## config.mk

```make
export PLATFORM = sky130hd
export DESIGN_NAME = aes_key_schedule_mem
export DESIGN_NICKNAME = d
export VERILOG_FILES = /design/src/rtl/aes_key_schedule_mem_pkg.sv /design/src/rtl/aes_ks_ram.sv /design/src/rtl/aes_key_schedule_mem.sv
export SDC_FILE = /design/constraint.sdc
export NUM_CORES = 1
export LEC_CHECK = 0
export ABC_CLOCK_PERIOD_IN_PS = 6000
export CAP_MARGIN = 0
export CORE_MARGIN = 2
export CORE_UTILIZATION = 45
export CTS_CLUSTER_SIZE = 12
export DETAILED_ROUTE_END_ITERATION = 8
export GPL_TIMING_DRIVEN = 1
export PLACE_DENSITY = 0.59
export SYNTH_ARGS = -nofsm -noshare
export SYNTH_HDL_FRONTEND = slang
export SYNTH_SLANG_ARGS = --single-unit
```

## constraint.sdc

```tcl
create_clock -name clk -period 6 [get_ports clk]
set_input_delay 1.2 -clock clk [delete_from_list [all_inputs] [get_ports clk]]
set_output_delay 1.2 -clock clk [all_outputs]
set_load 0.01 [all_outputs]
```

## src/rtl/aes_key_schedule_mem_pkg.sv

```systemverilog
// ------------------------------------------------------------------
// aes_key_schedule_mem_pkg : AES key-schedule store constants, state type
// Rev 1.0
// ------------------------------------------------------------------
`default_nettype none

package aes_key_schedule_mem_pkg;

  localparam int AES_NUM_ROUNDS      = 10;
  localparam int AES_BYTES_PER_ROUND = 16;
  localparam int AES_KS_DEPTH        = (AES_NUM_ROUNDS + 1) * AES_BYTES_PER_ROUND;

  typedef enum logic [1:0] {
    ST_IDLE  = 2'd0,
    ST_LOAD  = 2'd1,
    ST_READY = 2'd2,
    ST_READ  = 2'd3
  } ks_state_e;

endpackage

`default_nettype wire

```

## src/rtl/aes_ks_ram.sv

```systemverilog
// ------------------------------------------------------------------
// aes_ks_ram : single-port synchronous RAM with registered read port
// Rev 1.0
// ------------------------------------------------------------------
`default_nettype none

module aes_ks_ram
  import aes_key_schedule_mem_pkg::*;
#(
  parameter int DEPTH = AES_KS_DEPTH
) (
  input  logic       clk,
  input  logic       rst,
  input  logic       i_we,
  input  logic       i_re,
  input  logic [7:0] i_addr,
  input  logic [7:0] i_wdata,
  output logic [7:0] o_rdata
);

  logic [7:0] r_mem [0:DEPTH-1];
  logic [7:0] r_rdata;

  // Storage itself is never reset; only the output register is.
  always_ff @(posedge clk) begin
    if (i_we) begin
      r_mem[i_addr] <= i_wdata;
    end
  end

  always_ff @(posedge clk) begin
    if (!rst) begin
      r_rdata <= 8'd0;
    end else if (i_re) begin
      r_rdata <= r_mem[i_addr];
    end
  end

  assign o_rdata = r_rdata;

endmodule

`default_nettype wire

```

## src/rtl/aes_key_schedule_mem.sv

```systemverilog
// ------------------------------------------------------------------
// aes_key_schedule_mem : captures 176 expanded key bytes, replays fwd/rev
// Rev 1.0
// ------------------------------------------------------------------
`default_nettype none

module aes_key_schedule_mem
  import aes_key_schedule_mem_pkg::*;
#(
  parameter int NUM_ROUNDS      = AES_NUM_ROUNDS,
  parameter int BYTES_PER_ROUND = AES_BYTES_PER_ROUND,
  parameter int DEPTH           = (NUM_ROUNDS + 1) * BYTES_PER_ROUND
) (
  input  logic       clk,
  input  logic       rst,
  input  logic       i_wr_start,
  input  logic       i_wr_en,
  input  logic [7:0] i_key_byte_in,
  input  logic       i_rd_start,
  input  logic       i_decrypt,
  input  logic       i_rd_en,
  output logic [7:0] o_rd_data,
  output logic       o_rd_valid,
  output logic [3:0] o_rd_round,
  output logic       o_rd_last,
  output logic       o_key_ready,
  output logic       o_busy
);

  localparam logic [7:0] c_LAST_ADDR  = 8'(DEPTH - 1);
  localparam logic [3:0] c_LAST_ROUND = 4'(NUM_ROUNDS);
  localparam logic [3:0] c_LAST_BYTE  = 4'(BYTES_PER_ROUND - 1);

  ks_state_e  r_state;
  logic [7:0] r_wr_cnt;
  logic [3:0] r_round;
  logic [3:0] r_byte;
  logic       r_decrypt;
  logic       r_key_ready;
  logic       r_rd_valid;
  logic       r_rd_last;
  logic [3:0] r_rd_round;

  logic       w_we;
  logic       w_rd_req;
  logic       w_final;
  logic [7:0] w_raddr;
  logic [7:0] w_addr;

  // wr_start outranks everything, so a read is never issued on its cycle.
  assign w_rd_req = (r_state == ST_READ) && i_rd_en && !i_wr_start;
  assign w_we     = i_wr_en && (i_wr_start || (r_state == ST_LOAD));
  assign w_final  = (r_byte == c_LAST_BYTE) &&
                    (r_round == (r_decrypt ? 4'd0 : c_LAST_ROUND));
  assign w_raddr  = {r_round, 4'b0000} + {4'b0000, r_byte};
  assign w_addr   = w_we ? (i_wr_start ? 8'd0 : r_wr_cnt) : w_raddr;

  always_ff @(posedge clk) begin
    if (!rst) begin
      r_state     <= ST_IDLE;
      r_wr_cnt    <= 8'd0;
      r_round     <= 4'd0;
      r_byte      <= 4'd0;
      r_decrypt   <= 1'b0;
      r_key_ready <= 1'b0;
      r_rd_valid  <= 1'b0;
      r_rd_last   <= 1'b0;
      r_rd_round  <= 4'd0;
    end else begin
      r_rd_valid <= w_rd_req;
      r_rd_last  <= w_rd_req && w_final;
      if (w_rd_req) begin
        r_rd_round <= r_round;
      end

      if (i_wr_start) begin
        r_state     <= ST_LOAD;
        r_key_ready <= 1'b0;
        r_wr_cnt    <= i_wr_en ? 8'd1 : 8'd0;
      end else begin
        case (r_state)
          ST_LOAD: begin
            if (i_wr_en) begin
              if (r_wr_cnt == c_LAST_ADDR) begin
                r_state     <= ST_READY;
                r_key_ready <= 1'b1;
                r_wr_cnt    <= 8'd0;
              end else begin
                r_wr_cnt <= r_wr_cnt + 8'd1;
              end
            end
          end
          ST_READY: begin
            if (i_rd_start) begin
              r_decrypt <= i_decrypt;
              r_round   <= i_decrypt ? c_LAST_ROUND : 4'd0;
              r_byte    <= 4'd0;
              r_state   <= ST_READ;
            end
          end
          ST_READ: begin
            if (i_rd_en) begin
              r_byte <= r_byte + 4'd1;
              if (w_final) begin
                r_state <= ST_READY;
              end else if (r_byte == c_LAST_BYTE) begin
                r_round <= r_decrypt ? (r_round - 4'd1) : (r_round + 4'd1);
              end
            end
          end
          default: begin
          end
        endcase
      end
    end
  end

  aes_ks_ram #(
    .DEPTH (DEPTH)
  ) u_ram (
    .clk     (clk),
    .rst     (rst),
    .i_we    (w_we),
    .i_re    (w_rd_req),
    .i_addr  (w_addr),
    .i_wdata (i_key_byte_in),
    .o_rdata (o_rd_data)
  );

  assign o_rd_valid  = r_rd_valid;
  assign o_rd_last   = r_rd_last;
  assign o_rd_round  = r_rd_round;
  assign o_key_ready = r_key_ready;
  assign o_busy      = (r_state == ST_LOAD) || (r_state == ST_READ);

endmodule

`default_nettype wire

```

Word-level counts from Yosys, hierarchy flattened
Memory sizes are Yosys's and may differ from the RTL's. A register that Yosys moved wholly into a read port is not among the register bits.
Index checks and enable logic that the tools add are counted.

storage, ports and cells
  flip-flop bits (word level) = 26
  bits in latches = 0
  memory bits (writable) = 1408
  bits in read-only memories = 0
  output and inout port bits = 16
  memories = 1

cells by class
  add/subtract/negate cells = 5
  multiply operators = 0
  divide/modulo/power cells = 0
  order comparisons = 0
  equality and inequality tests = 18
  shift operators = 0
  mux-type cells = 27
  bitwise gates (word level) = 2
  reduce and logical (&&, ||, !) cells = 22

memory list
  memory       words  bits a word  rd ports  clocked after memory_dff  write ports  line              RTL
  u_ram.r_mem  176    8            1         1                         1            aes_ks_ram.sv:21  logic [7:0] r_mem [0:DEPTH-1];

operators by type and width
  operator                                                                  count
  8-bit 2-to-1 mux                                                          6
  4-bit 2-to-1 mux                                                          9
  6-bit AND reduction                                                       3
  4-bit one-hot mux with 2 select lines                                     2
  3-bit inequality test (second input constant)                             4
  2-bit 2-to-1 mux                                                          5
  2-bit inequality test (second input constant)                             5
  4-bit by 1-bit adder with 4-bit output (second input constant)            2
  8-bit by 1-bit adder with 8-bit output (second input constant)            1
  8-bit by 4-bit adder with 8-bit output                                    1
  8-bit equality test (second input constant)                               1
  2-bit one-hot mux with 3 select lines                                     1
  3-bit AND reduction                                                       2
  2-bit nonzero test                                                        3
  1-bit logical AND                                                         5
  2-bit equality test (second input constant)                               2
  4-bit equality test                                                       1
  4-bit equality test (second input constant)                               1
  1-bit 2-to-1 mux                                                          4
  2-bit by 1-bit inequality test with 1-bit output (second input constant)  2
  4-bit AND reduction                                                       1
  4-bit nonzero test                                                        1
  4-bit by 1-bit subtractor with 4-bit output (second input constant)       1
  3-bit by 2-bit inequality test with 1-bit output (second input constant)  1
  7 further kinds                                                           10

Logic depth before layout (Yosys ltp)
Gate-level depths: netlist of run 1.

  depth after elaboration = 7
  gate-level depth with buffers = 15

Cells and area by module
From an unflattened synthesis of run 1, not the netlist that was laid out.

unflattened totals
  cells, all modules = 2875
  area, all modules = 56924.6 µm²

by module, submodules not included
  module                instances  cells each  area each (µm²)  sequential area each (µm²)
  aes_ks_ram            1          2698        55451.9          42440.7
  aes_key_schedule_mem  1          177         1472.7           520.5

Worst setup path after synthesis of run 1
OpenSTA, ideal clock, no wires.

  kind = input port to flip-flop
  start = in i_wr_en
  end = mem u_ram.r_mem[12][0] (enable)
  setup time = 0.370 ns
  arrival = 3.309 ns
  data required time = 5.630 ns
  slack = 2.321 ns
  stages = 10
  cells stage by stage = and3b_1 -> buf_2 -> a22o_1 -> buf_6 -> buf_2 -> buf_2 -> buf_2 -> nor3_1 -> nand2_1 -> nor2_1

on the way
  word-level cells in the longest chain between the ends = 3
  elaborated cells between the ends (all ways) = 4
  those cells by class = mux: 3; reduce/logical: 1

RTL lines
  item                                    line                        RTL
  from (decl)                             aes_key_schedule_mem.sv:17  input logic i_wr_en,
  1-bit logical AND *                     aes_key_schedule_mem.sv:52  assign w_we = i_wr_en && (i_wr_start || (r_state == ST_LOAD));
  1-bit 2-to-1 mux                        aes_ks_ram.sv:26            if (i_we) begin
  1-bit 2-to-1 mux (not written as such)  aes_ks_ram.sv:27            r_mem[i_addr] <= i_wdata;
  to (decl)                               aes_ks_ram.sv:21

Mark *: on every way between the ends. The rest lies on a longest branch, timed or not.

Worst setup path in the final report of run 1
  start = in i_wr_start
  end = reg u_ram.r_rdata[1], in the netlist u_ram.o_rdata[1], read port of u_ram.r_mem

on the way
  word-level cells in the longest chain between the ends = 3
  elaborated cells between the ends (all ways) = 6
  those cells by class = mux: 2; reduce/logical: 4

RTL lines
  item               line                        RTL
  from (decl)        aes_key_schedule_mem.sv:16  input logic i_wr_start,
  1-bit logical OR   aes_key_schedule_mem.sv:52
  1-bit logical AND  aes_key_schedule_mem.sv:52
  8-bit 2-to-1 mux   aes_key_schedule_mem.sv:56  assign w_addr = w_we ? (i_wr_start ? 8'd0 : r_wr_cnt) : w_raddr;
  to (decl)          aes_ks_ram.sv:22            logic [7:0] r_rdata;

Several ways; a longest one is shown, not always the timed one.
A chain may end at the register's enable or synchronous reset.

==> results of run 1 <==
registers in the layout, summed over array words and instances, names as in the netlist:
name and count:
r_byte 4, o_rd_round 4, r_state 2, u_ram.r_mem 1408
r_wr_cnt 8, o_key_ready 1, u_ram.o_rdata 8, o_rd_valid 1
o_rd_last 1, r_decrypt 1, r_round 4
logic make-up after synthesis:
logic type | after synthesis | share of synthesized area
multiplexers | 205 | 0.0699
AND/OR/NAND/NOR | 1355 | 0.102
XOR/XNOR | 9 | 0.00138
flip-flops | 1442 | 0.755
buffers and inverters | 227 | 0.0223
adder cells (fa/ha/maj) | 10 | 0.00233
AO/OA/AOI/OAI | 397 | 0.0476
worst min-delay path by stage:
stage	start	endpoint	depth (start not counted)
finish	o_rd_round[0]	o_rd_round[0]	2
global route	o_key_ready	o_key_ready	2
CTS	o_rd_round[3]	o_rd_round[3]	2
detailed placement	o_rd_round[3]	o_rd_round[3]	2
global placement	o_key_ready	o_key_ready	2
floorplan	r_wr_cnt[0]	r_wr_cnt[0]	2
Yosys cell counts (34+ instances only):
cell | instances | area, um^2
a21oi_1 | 101 | 505
a22oi_1 | 78 | 586
a31oi_1 | 78 | 488
buf_2 | 85 | 425
buf_4 | 38 | 285
clkbuf_1 | 65 | 244
dfxtp_1 | 34 | 681
edfxtp_1 | 1408 | 42300
mux2i_1 | 51 | 510
mux4_2 | 154 | 3470
nand2_1 | 741 | 2780
nand3_1 | 265 | 1330
nand4_1 | 54 | 338
nor2_1 | 210 | 788
power by group through the flow:
stage	logic (W)	clock network, W	registers, W
4_1_cts	0.000407	0.00872	0.0111
2_1_floorplan	0.000140	0	0.0113
3_5_place_dp	0.000407	0	0.0113
3_3_place_gp	0.000400	0	0.0113
5_1_grt	0.000435	0.00911	0.0111
6_report	0.000408	0.00863	0.0111
routing by layer:
layer,global-route usage,vias to the layer above,wire (um)
met5,0,-,0
met4,0.0802,0,4470
met3,0.0563,248,17000
met2,0.377,1907,74400
met1,0.377,17640,70700
li1,-,14550,-
cell usage in the layout (no fill, tap or decap), types with 23 or more instances in the layout:
cell type	n
and3_1	25
nand4_1	54
mux4_2	154
clkbuf_1	48
nor2_1	204
nand2_1	741
buf_12	28
a21oi_1	101
edfxtp_1	1408
a32oi_1	32
nand3_1	265
buf_4	266
a22oi_1	76
clkinv_1	23
mux2i_1	51
o21ai_0	23
dfxtp_1	34
a31oi_1	78
clkbuf_16	154
worst max-delay path, cell delays in order:
cell and delay (ps):
clkdlybuf4s50_1 590, and3b_1 410, a22oi_2 740, buf_4 290
nor2_1 80, nand2_1 670, a311oi_1 130, a31oi_1 620
o21ai_0 190, nor3_1 420, a31oi_1 150
metrics by stage:
step | instances | instance area (um^2)
2_1_floorplan | 3645 | 56900
3_3_place_gp | 5400 | 60700
3_5_place_dp | 5400 | 60700
4_1_cts | 5654 | 65100
5_1_grt | 5654 | 65100
6_report | 5656 | 65100
cell type report:
| type | instances | area (um^2) |
|---|---|---|
| Antenna cell | 2 | 5.00 |
| Sequential cell | 1442 | 43000 |
| Clock buffer | 210 | 4140 |
| Tap cell | 1650 | 2060 |
| Clock inverter | 44 | 302 |
| Multi-Input combinational cell | 1976 | 12800 |
| Fill cell | 10363 | 60400 |
| Timing Repair Buffer | 324 | 2870 |
| Inverter | 8 | 30.0 |
==> out/qor.yml, run 1 <==
cts.reportedPaths.clkPinSlew_ps: 60
synth_edf_count: 1408
p_sw_w: 0.00407
drt-wirelength-per-cell_um: 29.5
rsz0062_at_grt: "false"
hold_viol: 0
cts-htree-levels: 4
place.gp.congestion: 0.916
crit_path_max_fanout: 16
fin_util: 0.519
via_count: 34345
final.period_utilization: 0.816
power_density_mw_per_mm2: 309
ctsHoldBuffers: 0
antenna_found_initial: 2
clockBufferDepth: 3
post_cts_resized: 0
period_minus_slack_ps: 4900
r2r-start: "r_state[1]"
r2r_end: "u_ram.o_rdata[1]"
syn_area_per_cell_um2: 15.6
ys_seq_elements: 1442
grt_usage: 0.255
worstPathRequired_ps: 6630
fmax_mhz: 204
cts_tree: "built"
post_cts_buffers: 0
drv_slew: 0
status: "finished, final reports clean"
dp_hpwl_um: 104000
combPwrFrac: 0.020
end_kind: "flop"
overflow: 0
ir_drop_v: 0.000273
fp-row-count: 130
ys_types: 68
p_int_w: 0.0160
cts-root-buf: "clkbuf_16"
synthesis.nets: 3670
cts_made_buffers: 149
preCtsSetupSlack_ps: 514
drive_gt1_frac: 0.167
critPathLaunchType: "input port"
core_area_mm2: 0.126
endpoint: "u_ram.o_rdata[1]"
sequentialPowerShare: 0.550
fin_ws_ps: 1100
firstDrtPassIters: 6
io_pins: 31
ys_async_sr_fraction: 0
power_leakage_nw: 21.4
slew_headroom: 0.0739
via_per_inst: 6.07
critPathKind: "in2reg"
finalSetupViolations: 0
dieArea_mm2: 0.129
cp-startpoint: "i_wr_start"
finalHoldWorstSlack_ps: 468
p_total_w: 0.0201
ys_seq_area_frac: 0.755
clk_latency_ps: 780
initial_utilization: 0.453
r2r_setup_slack_ps: 1350
nNetsFinal: 3926
die_w_um: 360
grt_pass1_wl_um: 238000
arrival_ps: 5530
synthFlopType: "edfxtp_1"
hp-class: "reg2reg"
cts_num_sinks: 1442
netlist_area_mm2: 0.0569
reg2reg_depth: 12
port_buffers: 30
syn2layout_area_growth_pct: 14.4
drt_iter0_drc: 5153
drtAntennaViolNets: 0
synthCells: 3645
switching_share: 0.203
pwr-share-clk: 0.429
skew_ps: 25.1
worst_slew_pin_slew_ps: 1380
setup_tns_ps: 0
die_y_um: 360
drv_cap: 0
grt_max_degree: 121
wl_um: 167000
drc: 0
yosysWarningCount: 0
grt_pass1_vias: 32714
No activity file was read; power rests on OpenSTA's default activity.
==> run 2: changes to the inputs <==
- ABC_CLOCK_PERIOD_IN_PS: 6000 -> 3940
- PLACE_DENSITY: 0.59 -> 0.61
- clock period: 6 -> 3.94 ns (I/O delays scaled with it)
==> out/qor.yml, run 2 (synthesis gave the netlist of run 1 again) <==
worst_slew_pin_slew_ps: 923
switching_share: 0.202
critPathLaunchType: "flop"
final_cell_mix: "1408 x edfxtp_1, 741 x nand2_1, 543 x buf_4"
post_cts_buffers: 0
via_per_inst: 5.92
cts-root-buf: "clkbuf_16"
grt_usage: 0.253
core_area_mm2: 0.126
grt_max_degree: 89
fmax_mhz: 262
cts-htree-levels: 4
cts_tree: "built"
end_kind: "flop"
io_pins: 31
drv_cap: 0
met1_usage: 0.367
layout.cells.most_common: "edfxtp_1"
ir_drop_v: 0.000445
p_int_w: 0.0241
fin_util: 0.540
drc: 0
syn2layout_area_growth_pct: 19.1
drt_iter0_drc: 4840
period_minus_slack_ps: 3820
grt_pass1_vias: 33950
drv_slew: 0
r2r_setup_slack_ps: 120
combPwrFrac: 0.021
dieArea_mm2: 0.129
nNetsFinal: 4241
rsz0062_at_grt: "false"
die_w_um: 360
holdCritStartpoint: "i_key_byte_in[7]"
initial_utilization: 0.453
power_density_mw_per_mm2: 446
cts_num_sinks: 1442
sequentialPowerShare: 0.557
dp_hpwl_um: 109000
drtAntennaViolNets: 0
firstDrtPassIters: 5
drt-wirelength-per-cell_um: 27.6
antenna_found_initial: 0
place.gp.congestion: 0.910
grt_pass1_wl_um: 238000
grt_util_met2: 0.377
critPathKind: "reg2reg"
status: "finished, final reports clean"
fin_ws_ps: 120
cpMaxStageDelayCell: "mux4_2"
slew_headroom: 0.383
power_leakage_nw: 23.1
finalSetupViolations: 0
overflow: 0
place_area_mm2: 0.0636
hold_viol: 0
fp-row-count: 130
preCtsSetupSlack_ps: -843
clk_latency_ps: 780
diodes: 0
grtUsageMet3: 0.0586
cts.reportedPaths.clkPinSlew_ps: 60
arrival_ps: 4470
crit_path_max_fanout: 13
clockBufferDepth: 3
drive_gt1_frac: 0.227
worstPathRequired_ps: 4590
nFillCells: 10088
final.period_utilization: 0.970
hp-class: "in2reg"
largest_reg_flops: 1408
path_cells: "inv_1, ha_1, and4b_4, a21oi_4, buf_4, buf_12, mux4_2, a22oi_1, a21oi_1, nor4_2, buf_4, a31oi_1"
slowest_delay_ps: 560
die_y_um: 360
design_area_mm2: 0.0678
port_buffers: 30
regMostFlops: "u_ram.r_mem"
pwr-share-clk: 0.421
via_count: 35272
skew_ps: 22.5
p_sw_w: 0.00609
cts_made_buffers: 148
busiest_layer: "met2"
cp-startpoint: "r_state[1]"
r2r-start: "r_state[1]"
cp_common_cell: "buf_4"
wl_um: 164000
-- run 2: metal layers --
layer	wire length, um	up-vias	part of all wire
met5	0	-	0
met1	68000	17945	0.41
met3	17100	302	0.10
met4	5470	0	0.033
met2	73600	1858	0.45
li1	-	15167	-
-- run 2: cell type report --
cell class / instances / area, um^2 / share of cell area
clock buffer: 198 / 3940 / 0.0582
clock inverter: 42 / 305 / 0.00450
multi-input combinational: 1976 / 12800 / 0.188
tap: 1650 / 2060 / 0.0304
sequential: 1442 / 43000 / 0.634
timing repair buffer: 640 / 5730 / 0.0845
inverter: 8 / 30.0 / 0.000443
-- run 2: what timing repair did --
action,4_1_cts,5_1_grt
hold endpoints to repair,0,0
gates resized for setup,1,0
endpoints found under the setup margin,1,1
hold buffers,0,0
gates cloned,0,0
pin swaps,0,0
-- run 2: path summary, 6_finish.rpt --
| path | to | cells past startpoint |
|---|---|---|
| worst min-delay path | u_ram.r_mem[39][7] | 1 |
| worst max register to register | u_ram.o_rdata[3] | 12 |
| worst min register to register | o_rd_round[3] | 2 |
| worst max-delay path | u_ram.o_rdata[3] | 12 |
-- run 2: power by group through the flow --
stage                     registers (W)  logic, W  clock network [W]
after floorplan                  0.0172  0.000213                  0
after global placement           0.0172  0.000637                  0
after detailed placement         0.0172  0.000650                  0
after CTS                        0.0168  0.000651             0.0129
after global routing             0.0168  0.000696             0.0135
final                            0.0168  0.000645             0.0127
-- run 2: critical path: cells and delay by family (launching register included) --
kind / cells / cell delay (ps)
compound gates: 4 / 810
fa+ha+maj: 1 / 310
buf+inv: 4 / 810
flops: 1 / 380
mux: 1 / 560
simple gates: 2 / 790
-- run 2: metrics by stage --
step                power, W  instances  setup TNS [ps]  hold slack [ps]
floorplan             0.0174       3645               0              482
global placement      0.0178       5717          -15390              456
detailed placement    0.0178       5717          -14810              470
CTS                   0.0304       5957               0              398
global route          0.0310       5956               0              437
finish                0.0302       5956               0              434
